`src/rtl/arc4_pkg.sv`:
```
// Shared ARC4 datapath constants and the state type for the S-array permutation checker.
package arc4_pkg;

    localparam int ARC4_ADDR_W = 8;
    localparam int ARC4_DATA_W = 8;
    localparam int ARC4_DEPTH  = 256;

    // Sum of 0..255 in 16 bits: the checksum any valid permutation must produce.
    localparam logic [15:0] PERM_CSUM_IDENT = 16'h7F80;

    typedef enum logic [1:0] {
        IDLE  = 2'd0,
        READ  = 2'd1,
        DRAIN = 2'd2,
        DONE  = 2'd3
    } perm_state_t;

endpackage

```
`src/rtl/s_perm_check_bitmap.sv`:
```
// s_seen_bitmap: one flag per byte value with synchronous clear and set.
// hit reports the flag for idx before any set in the same cycle.
module s_seen_bitmap
    import arc4_pkg::*;
#(
    parameter int IDX_W = ARC4_DATA_W
) (
    input  logic             clk,
    input  logic             rst,
    input  logic             clr,
    input  logic             set_en,
    input  logic [IDX_W-1:0] idx,
    output logic             hit
);

    localparam int DEPTH = 1 << IDX_W;

    logic [DEPTH-1:0] seen;

    assign hit = seen[idx];

    always_ff @(posedge clk) begin
        if (rst || clr) begin
            seen <= '0;
        end else if (set_en) begin
            seen[idx] <= 1'b1;
        end
    end

endmodule

```
`src/rtl/s_perm_check.sv`:
```
// Scans s_mem and reports whether it holds a permutation of 0..255 plus a wrapping byte sum.
// Optional S_PERM_CHECK_DUP_ADDR_EN adds dup_addr/dup_valid naming the first repeated read.
//
// en/rdy handshake: a scan starts on a rising edge where rdy=1 and en=1; rdy drops
// the next cycle and returns with the one-cycle valid pulse; en while rdy=0 is ignored.
module s_perm_check
    import arc4_pkg::*;
#(
    parameter int ADDR_W = ARC4_ADDR_W,
    parameter int DATA_W = ARC4_DATA_W,
    parameter int CSUM_W = 16
) (
    input  logic              clk,
    input  logic              rst,
    input  logic              en,
    output logic              rdy,
    output logic [ADDR_W-1:0] addr,
    input  logic [DATA_W-1:0] rddata,
    output logic              valid,
    output logic              is_perm,
    output logic [CSUM_W-1:0] checksum,
`ifdef S_PERM_CHECK_DUP_ADDR_EN
    output logic [ADDR_W-1:0] dup_addr,
    output logic              dup_valid,
`endif
    output perm_state_t       dbg_state
);

    perm_state_t       state;
    logic              start;
    logic              cap_v;
    logic              hit;
    logic              first_dup;
    logic              dup;
    logic              dup_nxt;
    logic [CSUM_W-1:0] acc;
    logic [CSUM_W-1:0] acc_nxt;

    assign dbg_state = state;
    // rdy is high exactly in IDLE and DONE, so it doubles as the accept qualifier.
    assign start     = rdy && en;
    assign first_dup = cap_v && hit && !dup;

    always_comb begin
        acc_nxt = acc;
        dup_nxt = dup;
        if (cap_v) begin
            acc_nxt = acc + CSUM_W'(rddata);
        end
        if (first_dup) begin
            dup_nxt = 1'b1;
        end
    end

    s_seen_bitmap #(
        .IDX_W(DATA_W)
    ) u_seen (
        .clk   (clk),
        .rst   (rst),
        .clr   (start),
        .set_en(cap_v),
        .idx   (rddata),
        .hit   (hit)
    );

    always_ff @(posedge clk) begin
        if (rst) begin
            state    <= IDLE;
            rdy      <= 1'b1;
            valid    <= 1'b0;
            addr     <= '0;
            is_perm  <= 1'b0;
            checksum <= '0;
            cap_v    <= 1'b0;
            acc      <= '0;
            dup      <= 1'b0;
        end else begin
            // rddata in the next cycle answers the address issued in this one.
            cap_v <= (state == READ);
            acc   <= acc_nxt;
            dup   <= dup_nxt;
            valid <= 1'b0;
            case (state)
                IDLE, DONE: begin
                    if (start) begin
                        state <= READ;
                        rdy   <= 1'b0;
                        addr  <= '0;
                        acc   <= '0;
                        dup   <= 1'b0;
                    end else begin
                        state <= IDLE;
                        rdy   <= 1'b1;
                    end
                end
                READ: begin
                    addr <= addr + 1'b1;
                    if (addr == '1) begin
                        state <= DRAIN;
                    end
                end
                DRAIN: begin
                    // Last byte is folded in via the *_nxt terms in this same cycle.
                    state    <= DONE;
                    rdy      <= 1'b1;
                    valid    <= 1'b1;
                    is_perm  <= ~dup_nxt;
                    checksum <= acc_nxt;
                end
                default: begin
                    state <= IDLE;
                    rdy   <= 1'b1;
                end
            endcase
        end
    end

`ifdef S_PERM_CHECK_DUP_ADDR_EN
    logic [ADDR_W-1:0] cap_addr;
    logic [ADDR_W-1:0] dup_at;

    always_ff @(posedge clk) begin
        if (rst) begin
            cap_addr  <= '0;
            dup_at    <= '0;
            dup_addr  <= '0;
            dup_valid <= 1'b0;
        end else begin
            cap_addr <= addr;
            if (start) begin
                dup_at <= '0;
            end else if (first_dup) begin
                dup_at <= cap_addr;
            end
            if (state == DRAIN) begin
                dup_valid <= dup_nxt;
                dup_addr  <= first_dup ? cap_addr : dup_at;
            end
        end
    end
`endif

endmodule
```
`config.mk`:
```
export PLATFORM = sky130hd
export DESIGN_NAME = s_perm_check
export DESIGN_NICKNAME = d
export VERILOG_FILES = /design/src/rtl/arc4_pkg.sv /design/src/rtl/s_perm_check_bitmap.sv /design/src/rtl/s_perm_check.sv
export SDC_FILE = /design/constraint.sdc
export NUM_CORES = 1
export LEC_CHECK = 0
export CORE_MARGIN = 10
export CORE_UTILIZATION = 40
export DETAILED_ROUTE_END_ITERATION = 10
export PLACE_DENSITY_LB_ADDON = 0.2
export SLEW_MARGIN = 20
export SYNTH_ARGS = -nofsm -noshare
export SYNTH_HDL_FRONTEND = slang
export SYNTH_SLANG_ARGS = --single-unit
```
`constraint.sdc`:
```
create_clock -name clk -period 3.6 [get_ports clk]
set_clock_uncertainty 0.05 [all_clocks]
set_input_delay 0.36 -clock clk [delete_from_list [all_inputs] [get_ports clk]]
set_output_delay 0.36 -clock clk [all_outputs]
set_load 0.03 [all_outputs]
```
==> Flow_metrics.wiki, run 1 <==
{| class="wikitable"
! Metric !! Value
|-
| Result of the run || completed
|-
| Overall die width || 196.0 microns
|-
| Final HPWL DP || 21.50 mm
|-
| Vias in the first global route || 9465
|-
| Fmax || 0.3568 GHz
|-
| Hold violation total from the final report || 0
|-
| Setup Total Neg Slack || 0 ns
|-
| Antenna viol nets, final || 0
|-
| Finished Core Util || 47.25%
|-
| Num CTS Buffers || 35
|-
| Initial standard-cell utilization of the core || 40.52%
|-
| Power density cells || 576.3 nW/um^2
|-
| Worst IR drop on VDD || 0.0002914 V
|-
| Arrival time worst endpoint || 3.16 ns
|-
| Max-cap viol count || 0
|-
| Final count of negative-setup-slack endpoints || 0
|-
| Sequential-to-total area share from yosys stat || 48.94%
|-
| Post-detailed-route via-to-cell ratio || 5.438
|-
| Wire per inst || 18.71 microns
|-
| GPL Wtd Cong || 0.8153
|-
| Clock tree from TritonCTS || yes
|-
| Most instantiated cells after synthesis || sky130_fd_sc_hd__nor2_1, sky130_fd_sc_hd__dfxtp_1, sky130_fd_sc_hd__a21oi_1
|-
| Required arrival time at the worst endpoint || 3.96 ns
|-
| Leakage power || 5.163 nW
|-
| Critical path peak fanout || 8
|-
| GRT Total Usage || 17.01%
|-
| Share of layout cells above drive strength 1 || 13.70%
|-
| Net count of the finished layout || 1380
|-
| Combined area of all synthesized cells || 12400 sq um
|-
| Hold/Removal Path Class || in -> reg
|-
| Post-synthesis area per instance || 9.355 sq um
|-
| Clock-pin transition on the worst setup and hold timing paths || 0.06 ns
|-
| Hold buffer count at CTS || 0
|-
| Number of enable-type register cells in the synthesized netlist || 0
|-
| Type of the worst setup path || reg -> reg
|-
| Final WS setup || 0.7970 ns
|-
| Cell with the most instances after synthesis || sky130_fd_sc_hd__nor2_1
|-
| Aggregate routed wire length || 33.23 mm
|-
| Least-Margin Pin Slew || 1.033 ns
|-
| Count of standard-cell rows || 64
|-
| I/O Buffers || 39
|-
| Sort of element at the start of the critical path || register
|-
| Dominant cells by area after synthesis || sky130_fd_sc_hd__dfxtp_1, sky130_fd_sc_hd__a21oi_1, sky130_fd_sc_hd__nor2_1, sky130_fd_sc_hd__mux4_2, sky130_fd_sc_hd__clkbuf_1
|-
| Number of remaining DRC errors || 0
|-
| Main synth FF type || sky130_fd_sc_hd__dfxtp_1
|-
| Number of cells in the design after placement || 1715
|-
| Longest Clk Path Bufs || 3
|-
| Final standard cell count with taps included and fillers excluded || 1776
|-
| Post-layout instance area || 14450 sq um
|-
| Placed Area || 13230 sq um
|-
| RSZ-0062 raised after global routing || no
|-
| Later-pin clock latency in the skew report || 0.51 ns
|-
| Period utilization || 77.86%
|-
| Post-CTS resize count || 0
|-
| Fraction of synthesized cell area taken by the top area cell type || 48.94%
|-
| Number of violations reported at the end of detailed-routing iteration 0 || 636
|-
| Initial DRT Pass Iterations || 5
|-
| Final global-route overflow total || 0
|-
| Shortest clock period the worst path allows after layout || 2.803 ns
|-
| Post-Place Worst Slack || 0.4198 ns
|-
| Fill cell instance count of the final layout || 2945
|-
| Number of ports placed on the die boundary || 40
|-
| Number of antenna violations at the first check in global routing || 0
|-
| Floorplan die area || 38430 sq um
|-
| Netlist cell types || 60
|-
| Wire length of the first global-routing pass || 53.63 mm
|-
| Area growth, synth to finish || 16.59%
|-
| Cell chosen for the clock root || sky130_fd_sc_hd__clkbuf_16
|-
| Die span in y || 196.0 microns
|-
| Sinks on Clock Net || 303
|-
| Sequential standard cell area || 6066 sq um
|-
| Largest net degree at the start of global routing || 101
|-
| Synthesis-stage register bit count || 303
|-
| Routed via count || 9658
|-
| Sort of element at the end of the critical path || register
|-
| Count of H-tree levels built during CTS || 2
|-
| Largest area contributor in the netlist || sky130_fd_sc_hd__dfxtp_1
|-
| Post-synthesis cell count || 1325
|-
| Antenna cell count || 0
|-
| Proportion of register bits with asynchronous set or reset after synthesis || 0%
|-
| Buffers inserted by post-CTS timing repair || 0
|-
| Core Footprint || 30590 sq um
|-
| Net count of the mapped netlist || 1349
|-
| Footprint of the multi-input gates || 5756 sq um
|-
| Headroom to the max-slew limit || 30.77%
|-
| Yosys warnings || 0
|-
| Max Slew Vio Count || 0
|}
-- where the power goes --
part	switching [W]	internal [W]	total [W]
logic	0.000727	0.000377	0.00110
registers	0.0000581	0.00345	0.00351
clock network	0.00137	0.00235	0.00372
-- state kept, by name, summed over array words and instances (netlist names) --
register / count
acc: 16
addr: 8
cap_v: 1
checksum: 16
dbg_state: 2
dup: 1
is_perm: 1
rdy: 1
u_seen.seen: 256
valid: 1
-- final cells by class --
class | count | area share [%]
Tap cell | 396 | 3.428
Sequential cell | 303 | 41.97
Inverter | 13 | 0.3376
Multi-Input combinational cell | 910 | 39.82
Clock buffer | 47 | 7.082
Clock inverter | 14 | 1.368
Timing Repair Buffer | 93 | 5.991
-- cells in the final DEF, fill, tap and decap left out, types with 5 or more instances in the layout --
cell type	n
sky130_fd_sc_hd__a31oi_1	7
sky130_fd_sc_hd__inv_1	12
sky130_fd_sc_hd__mux2i_1	23
sky130_fd_sc_hd__and3_1	5
sky130_fd_sc_hd__nor2_1	339
sky130_fd_sc_hd__ha_1	12
sky130_fd_sc_hd__dfxtp_1	303
sky130_fd_sc_hd__a22oi_1	6
sky130_fd_sc_hd__or3_1	5
sky130_fd_sc_hd__clkbuf_8	6
sky130_fd_sc_hd__bufinv_16	5
sky130_fd_sc_hd__nor3_2	5
sky130_fd_sc_hd__nand3_1	17
sky130_fd_sc_hd__clkbuf_16	37
sky130_fd_sc_hd__nor2b_1	7
sky130_fd_sc_hd__clkinv_2	8
sky130_fd_sc_hd__buf_4	48
sky130_fd_sc_hd__nand2b_1	7
sky130_fd_sc_hd__xnor2_1	9
sky130_fd_sc_hd__nand4_1	5
sky130_fd_sc_hd__o21ai_0	18
sky130_fd_sc_hd__clkdlybuf4s50_1	35
sky130_fd_sc_hd__mux4_2	53
sky130_fd_sc_hd__a21oi_1	271
sky130_fd_sc_hd__a211oi_1	16
sky130_fd_sc_hd__nand2_1	31
sky130_fd_sc_hd__mux4_1	7
sky130_fd_sc_hd__nor3_1	11
sky130_fd_sc_hd__buf_12	7
-- critical path, stage by stage (launching register included) --
cell and delay [ns]:
sky130_fd_sc_hd__dfxtp_1 0.32, sky130_fd_sc_hd__ha_1 0.21, sky130_fd_sc_hd__fa_1 0.41, sky130_fd_sc_hd__a21o_1 0.18, sky130_fd_sc_hd__a21oi_1 0.20, sky130_fd_sc_hd__o21bai_1 0.09, sky130_fd_sc_hd__a21oi_1 0.22, sky130_fd_sc_hd__o21bai_1 0.10
sky130_fd_sc_hd__a21oi_1 0.44, sky130_fd_sc_hd__o21ai_0 0.21, sky130_fd_sc_hd__a311oi_1 0.28
-- logic make-up (layout without fill, tap and decap cells) --
group	Yosys count	after routing	synth area share, %
and+or+nand+nor	447	447	14.93
xor gates and xnor gates	13	13	0.9185
DFF	303	303	48.94
buffers and inverters	112	167	4.845
AOI/OAI and AO/OA	349	349	15.46
muxes	88	88	13.54
adders and majority gates	13	13	1.373
-- per-stage QoR --
| stage | total power (W) | hold slack, ns |
|---|---|---|
| 6_report | 0.008329 | 0.3580 |
| 5_1_grt | 0.008671 | 0.4184 |
| 4_1_cts | 0.008426 | 0.3426 |
| 3_5_place_dp | 0.004694 | 0.3990 |
| 3_3_place_gp | 0.004693 | 0.3905 |
| 2_1_floorplan | 0.004333 | 0.3784 |
-- layer usage --
metal  up-vias  GRT usage (%)  part of all wire [%]
li1       4709              -                     -
met1      4670          23.36                    47
met2       238          27.30                    46
met3        41          2.830                   5.2
met4         0          4.101                   1.6
met5         -              0                     0
-- final timing paths --
path                                        end  slack, ns               from  cells after the start
hold reg to reg            is_perm$_SDFFE_PP0P_       0.41     dup$_SDFF_PP0_                      1
setup reg to reg      checksum[10]$_SDFFE_PP0P_       0.80  acc[0]$_SDFF_PP0_                     10
hold / removal    u_seen.seen[248]$_SDFFE_PP0P_       0.36          rddata[1]                      4
setup / recovery      checksum[10]$_SDFFE_PP0P_       0.80  acc[0]$_SDFF_PP0_                     10
(Power assumes the default switching activity.)
==> run 2: changes to the inputs <==
Clock period 3.6 ns to 2.85 ns, I/O delays scaled along.
==> Flow_metrics.wiki, run 2 (same netlist as run 1, synthesis figures left out) <==
{| class="wikitable"
! Metric !! Value
|-
| Max-cap viol count || 0
|-
| Footprint of the multi-input gates || 5768 sq um
|-
| Clock tree from TritonCTS || yes
|-
| Aggregate routed wire length || 34.09 mm
|-
| Switching pwr || 0.002763 W
|-
| Leading cell types in the layout, fill and taps excluded || sky130_fd_sc_hd__nor2_1, sky130_fd_sc_hd__dfxtp_1, sky130_fd_sc_hd__a21oi_1, sky130_fd_sc_hd__buf_4, sky130_fd_sc_hd__mux4_2
|-
| Sort of element at the start of the critical path || register
|-
| Least-Margin Pin Slew || 1.050 ns
|-
| Buffers inserted by post-CTS timing repair || 0
|-
| Met2 track utilization from global routing || 27.32%
|-
| Logic gate share of total power || 13.9%
|-
| Register with the most flip-flops || u_seen.seen
|-
| Bufs and invs on worst path || 1
|-
| Endpoint of the worst setup timing path || checksum[14]$_SDFFE_PP0P_
|-
| Core Footprint || 30590 sq um
|-
| GPL Wtd Cong || 0.8134
|-
| Share of total power in sequential cells || 43.0%
|-
| Source of the worst register-to-register timing path || acc[0]$_SDFF_PP0_
|-
| Post-CTS resize count || 0
|-
| Hold buffer count at CTS || 0
|-
| Startpoint of the most critical setup path || acc[0]$_SDFF_PP0_
|-
| Cell chosen for the clock root || sky130_fd_sc_hd__clkbuf_16
|-
| Floorplan die area || 38430 sq um
|-
| Clock-pin transition on the worst setup and hold timing paths || 0.06 ns
|-
| Later-pin clock latency in the skew report || 0.52 ns
|-
| Initial DRT Pass Iterations || 7
|-
| Share of layout cells above drive strength 1 || 15.10%
|-
| Post-layout instance area || 14560 sq um
|-
| GRT Total Usage || 17.52%
|-
| Max FFs per register || 256
|-
| Arrival time worst endpoint || 2.99 ns
|-
| Headroom to the max-slew limit || 29.61%
|-
| Routed via count || 9849
|-
| Wire per inst || 18.94 microns
|-
| Overall die width || 196.0 microns
|-
| Antenna viol nets, final || 0
|-
| Net count of the finished layout || 1402
|-
| Hold violation total from the final report || 0
|-
| Num CTS Buffers || 36
|-
| Highest-utilization routing layer at the global route stage || met2
|-
| Antenna cell count || 0
|-
| Final global-route overflow total || 0
|-
| Hold/Removal Path Class || in -> reg
|-
| Longest Clk Path Bufs || 3
|-
| Register-to-Register Path Depth || 11
|-
| Power density cells || 709.0 nW/um^2
|-
| Fill cell instance count of the final layout || 2959
|-
| Post-route total power || 0.01032 W
|-
| Largest net degree at the start of global routing || 91
|-
| Number of violations reported at the end of detailed-routing iteration 0 || 738
|-
| Period utilization || 91.75%
|-
| Critical register-to-register path endpoint || checksum[14]$_SDFFE_PP0P_
|-
| Most common cell after layout, fill and taps aside || sky130_fd_sc_hd__nor2_1
|-
| Final HPWL DP || 21.99 mm
|-
| Worst path max stage delay || 0.40 ns
|-
| Die span in y || 196.0 microns
|-
| Cell occurring most often along the worst timing path || sky130_fd_sc_hd__a21oi_1
|-
| Sinks on Clock Net || 303
|-
| RSZ-0062 raised after global routing || no
|-
| Initial standard-cell utilization of the core || 40.52%
|-
| Number of ports placed on the die boundary || 40
|-
| Count of H-tree levels built during CTS || 2
|-
| Wire length of the first global-routing pass || 54.72 mm
|-
| Global-route met1 utilization || 23.81%
|-
| Internal reg-to-reg setup slack || 0.24 ns
|-
| Setup Total Neg Slack || 0 ns
|-
| Kind of cell with the highest combined delay on the critical path || compound AO/OA/AOI/OAI gates
|-
| Required arrival time at the worst endpoint || 3.22 ns
|-
| I/O Buffers || 39
|-
| Type of the worst setup path || reg -> reg
|-
| Result of the run || completed
|-
| Fraction of met3 tracks used by global routing || 3.120%
|-
| Vias in the first global route || 9553
|-
| Share of power burned in the clock network || 43.1%
|-
| Max Slew Vio Count || 0
|-
| Post-detailed-route via-to-cell ratio || 5.472
|-
| Area growth, synth to finish || 17.43%
|-
| Levels on crit path || 11
|-
| Critical path peak fanout || 8
|-
| Internal Pwr Total || 0.007558 W
|-
| Crit path cell chain || ha_1 -> fa_1 -> a21o_1 -> a21oi_1 -> o21bai_1 -> a21oi_1 -> o21bai_1 -> a21oi_1 -> buf_4 -> o21ai_0 -> a311oi_1
|-
| Count of standard-cell rows || 64
|-
| Switching fraction of total power || 26.77%
|-
| Library cell contributing the largest single delay on the critical path || sky130_fd_sc_hd__fa_1
|-
| Placed Area || 13390 sq um
|-
| Sequential standard cell area || 6066 sq um
|-
| Number of antenna violations at the first check in global routing || 0
|-
| Final count of negative-setup-slack endpoints || 0
|-
| Worst IR drop on VDD || 0.0003816 V
|-
| Sort of element at the end of the critical path || register
|-
| Shortest clock period the worst path allows after layout || 2.615 ns
|-
| Number of remaining DRC errors || 0
|-
| Biggest registers after layout || u_seen.seen: 256 flops, acc: 16 flops, checksum: 16 flops
|-
| Leakage power || 5.232 nW
|-
| Fmax || 0.3824 GHz
|}
run 2: cell count changes in the layout (fill, tap and decap cells not counted), moves of 3 or more:
cell                        before  now
sky130_fd_sc_hd__clkbuf_1        4   10
sky130_fd_sc_hd__nor2_1        339  334
sky130_fd_sc_hd__clkinv_2        8    5
sky130_fd_sc_hd__nor2_2          1    6
sky130_fd_sc_hd__bufinv_16       5    1
sky130_fd_sc_hd__buf_4          48   69
run 2: cell type report:
| class | instances | area share, % |
|---|---|---|
| flip-flops and latches | 303 | 41.67 |
| multi-input cells | 910 | 39.63 |
| clock buffers | 55 | 7.375 |
| repair buffers | 114 | 7.031 |
| well taps | 396 | 3.404 |
| clock inverters | 9 | 0.5587 |
| inverters | 13 | 0.3352 |
run 2: power by group through the flow:
stage | clock network, W | registers [W] | logic, W
2_1_floorplan | 0 | 0.00472 | 0.000756
3_3_place_gp | 0 | 0.00453 | 0.00144
3_5_place_dp | 0 | 0.00453 | 0.00144
4_1_cts | 0.00455 | 0.00444 | 0.00145
5_1_grt | 0.00472 | 0.00445 | 0.00157
6_report | 0.00445 | 0.00444 | 0.00143
run 2: worst min path at each step:
stage                                       start                       endpoint  slack (ns)  depth (start not counted)
floorplan           u_seen.seen[109]$_SDFFE_PP0P_  u_seen.seen[109]$_SDFFE_PP0P_        0.38                          2
global placement    u_seen.seen[104]$_SDFFE_PP0P_  u_seen.seen[104]$_SDFFE_PP0P_        0.39                          2
detailed placement  u_seen.seen[186]$_SDFFE_PP0P_  u_seen.seen[186]$_SDFFE_PP0P_        0.40                          2
CTS                                     rddata[0]              acc[0]$_SDFF_PP0_        0.14                          4
global route                            rddata[0]              acc[0]$_SDFF_PP0_        0.20                          4
finish                                  rddata[0]              acc[0]$_SDFF_PP0_        0.15                          4
run 2: worst reg2reg max path, cell delays in order (launching register included):
cell and delay, ns:
sky130_fd_sc_hd__dfxtp_1 0.31, sky130_fd_sc_hd__ha_1 0.20, sky130_fd_sc_hd__fa_1 0.40, sky130_fd_sc_hd__a21o_1 0.17, sky130_fd_sc_hd__a21oi_1 0.19, sky130_fd_sc_hd__o21bai_1 0.08, sky130_fd_sc_hd__a21oi_1 0.25, sky130_fd_sc_hd__o21bai_1 0.10
sky130_fd_sc_hd__a21oi_1 0.20, sky130_fd_sc_hd__buf_4 0.17, sky130_fd_sc_hd__o21ai_0 0.11, sky130_fd_sc_hd__a311oi_1 0.28
run 2: layer usage:
layer	wire length, microns	part of all wire, %
met5	0	0
met4	961	2.8
met3	1923	5.6
met2	15450	45
met1	15750	46
run 2: through the flow:
step                worst slack [ns]  util [%]  instances  hold WS, ns
global placement             0.06304     43.76       1736       0.3902
floorplan                     0.4286         -       1325       0.3784
global route                0.006112     47.59       1800       0.1967
detailed placement           0.02583     43.78       1736       0.4001
finish                        0.2351     47.59       1800       0.1539
CTS                           0.2304     47.55       1800       0.1423
==> run 3: changes to the inputs <==
Settings changed: CORE_UTILIZATION 40 to 45.
==> Flow_metrics.wiki, run 3 (same netlist as run 1, synthesis figures left out) <==
{| class="wikitable"
! Metric !! Value
|-
| Die span in y || 186.0 microns
|-
| Largest net degree at the start of global routing || 58
|-
| Critical path peak fanout || 8
|-
| Period utilization || 91.22%
|-
| Leading cell types in the layout, fill and taps excluded || sky130_fd_sc_hd__nor2_1, sky130_fd_sc_hd__dfxtp_1, sky130_fd_sc_hd__a21oi_1, sky130_fd_sc_hd__buf_4, sky130_fd_sc_hd__mux4_2
|-
| Initial standard-cell utilization of the core || 45.87%
|-
| Post-detailed-route via-to-cell ratio || 5.653
|-
| Aggregate routed wire length || 32.57 mm
|-
| Sinks on Clock Net || 303
|-
| Startpoint of the most critical setup path || acc[0]$_SDFF_PP0_
|-
| Source of the worst register-to-register timing path || acc[0]$_SDFF_PP0_
|-
| Internal reg-to-reg setup slack || 0.25 ns
|-
| Initial DRT Pass Iterations || 5
|-
| Fmax || 0.3847 GHz
|-
| Register with the most flip-flops || u_seen.seen
|-
| Final HPWL DP || 21.36 mm
|-
| Power density cells || 696.0 nW/um^2
|-
| Clock-pin transition on the worst setup and hold timing paths || 0.06 ns
|-
| Required arrival time at the worst endpoint || 3.20 ns
|-
| Antenna viol nets, final || 0
|-
| Leakage power || 5.215 nW
|-
| Result of the run || completed
|-
| Max-cap viol count || 0
|-
| GPL Wtd Cong || 0.8418
|-
| Clock tree from TritonCTS || yes
|-
| Post-route total power || 0.01005 W
|-
| Floorplan die area || 34580 sq um
|-
| Count of H-tree levels built during CTS || 2
|-
| Hold violation total from the final report || 0
|-
| Type of the worst setup path || reg -> reg
|-
| Share of layout cells above drive strength 1 || 14.92%
|-
| Net count of the finished layout || 1403
|-
| Critical register-to-register path endpoint || checksum[14]$_SDFFE_PP0P_
|-
| Hold/Removal Path Class || in -> reg
|-
| Worst IR drop on VDD || 0.0003300 V
|-
| Fill cell instance count of the final layout || 2508
|-
| Final count of negative-setup-slack endpoints || 0
|-
| Antenna cell count || 0
|-
| Count of standard-cell rows || 60
|-
| Number of ports placed on the die boundary || 40
|-
| Register-to-Register Path Depth || 11
|-
| Num CTS Buffers || 34
|-
| Wire per inst || 18.70 microns
|-
| Number of remaining DRC errors || 0
|-
| Hold buffer count at CTS || 0
|-
| Routed via count || 9847
|-
| Sequential standard cell area || 6066 sq um
|-
| Longest Clk Path Bufs || 3
|-
| Cell chosen for the clock root || sky130_fd_sc_hd__clkbuf_16
|-
| Vias in the first global route || 9311
|-
| Max Slew Vio Count || 0
|-
| RSZ-0062 raised after global routing || no
|-
| Sort of element at the end of the critical path || register
|-
| Most common cell after layout, fill and taps aside || sky130_fd_sc_hd__nor2_1
|-
| Post-CTS resize count || 0
|-
| GRT Total Usage || 18.75%
|-
| Number of violations reported at the end of detailed-routing iteration 0 || 860
|-
| Headroom to the max-slew limit || 26.27%
|-
| Final global-route overflow total || 0
|-
| Number of antenna violations at the first check in global routing || 0
|-
| Arrival time worst endpoint || 2.95 ns
|-
| Overall die width || 186.0 microns
|-
| Shortest clock period the worst path allows after layout || 2.600 ns
|-
| Max FFs per register || 256
|-
| Least-Margin Pin Slew || 1.102 ns
|-
| Biggest registers after layout || u_seen.seen: 256 flops, acc: 16 flops, checksum: 16 flops
|-
| Area growth, synth to finish || 16.51%
|-
| Core Footprint || 27030 sq um
|-
| Wire length of the first global-routing pass || 51.63 mm
|-
| Setup Total Neg Slack || 0 ns
|-
| I/O Buffers || 39
|-
| Endpoint of the worst setup timing path || checksum[14]$_SDFFE_PP0P_
|-
| Footprint of the multi-input gates || 5761 sq um
|-
| Buffers inserted by post-CTS timing repair || 0
|-
| Later-pin clock latency in the skew report || 0.51 ns
|-
| Sort of element at the start of the critical path || register
|}
[run 3: cell types whose count changed in the layout (fill, tap and decap cells not counted), sizes merged]
cell / previous run / this run
buf: 79 / 82
clkbuf: 55 / 51
clkinv: 6 / 4
clkinvlp: 0 / 1
inv: 15 / 14
[run 3: how the worst min path moves through the flow]
stage	cells after the start	slack [ns]	start	end
global placement	2	0.39	u_seen.seen[79]$_SDFFE_PP0P_	u_seen.seen[79]$_SDFFE_PP0P_
floorplan	2	0.38	u_seen.seen[109]$_SDFFE_PP0P_	u_seen.seen[109]$_SDFFE_PP0P_
finish	4	0.26	rddata[1]	acc[1]$_SDFF_PP0_
global route	4	0.27	rddata[0]	acc[0]$_SDFF_PP0_
CTS	4	0.25	rddata[0]	acc[0]$_SDFF_PP0_
detailed placement	2	0.40	u_seen.seen[102]$_SDFFE_PP0P_	u_seen.seen[102]$_SDFFE_PP0P_
[run 3: critical path: stages (launching register included)]
cell and delay (ns):
sky130_fd_sc_hd__dfxtp_1 0.31, sky130_fd_sc_hd__ha_1 0.21, sky130_fd_sc_hd__fa_1 0.40, sky130_fd_sc_hd__a21o_1 0.17
sky130_fd_sc_hd__a21oi_1 0.23, sky130_fd_sc_hd__o21bai_1 0.10, sky130_fd_sc_hd__a21oi_1 0.23, sky130_fd_sc_hd__o21bai_1 0.10
sky130_fd_sc_hd__a21oi_1 0.15, sky130_fd_sc_hd__buf_4 0.16, sky130_fd_sc_hd__o21ai_0 0.11, sky130_fd_sc_hd__a311oi_1 0.26
[run 3: metal layers]
metal | track usage, % | routed length [microns]
met1 | 25.49 | 14740
met2 | 30.22 | 15140
met3 | 2.944 | 2106
met5 | 0 | 0
met4 | 5.224 | 582
[run 3: through the flow]
step	setup slack (ns)	cell area [sq um]	utilization, %	instances	hold slack (ns)
finish	0.2503	14440	53.44	1742	0.2555
global route	0.03764	14440	53.44	1742	0.2700
CTS	0.2403	14430	53.39	1742	0.2461
detailed placement	0.04574	13350	49.39	1684	0.3981
global placement	0.06799	13350	49.39	1684	0.3907
floorplan	0.4286	12400	-	1325	0.3784
[run 3: final cells by class]
cell class / count / area share [%]
clock buffer: 51 / 7.035
timing repair buffer: 117 / 7.329
sequential: 303 / 42.00
clock inverter: 7 / 0.4592
inverter: 13 / 0.3379
multi-input combinational: 910 / 39.89
tap: 341 / 2.954
[run 3: power breakdown]
group | switching (W) | internal [W] | total (W)
clock | 0.00165 | 0.00255 | 0.00420
combinational | 0.000916 | 0.000503 | 0.00142
sequential | 0.0000749 | 0.00436 | 0.00443
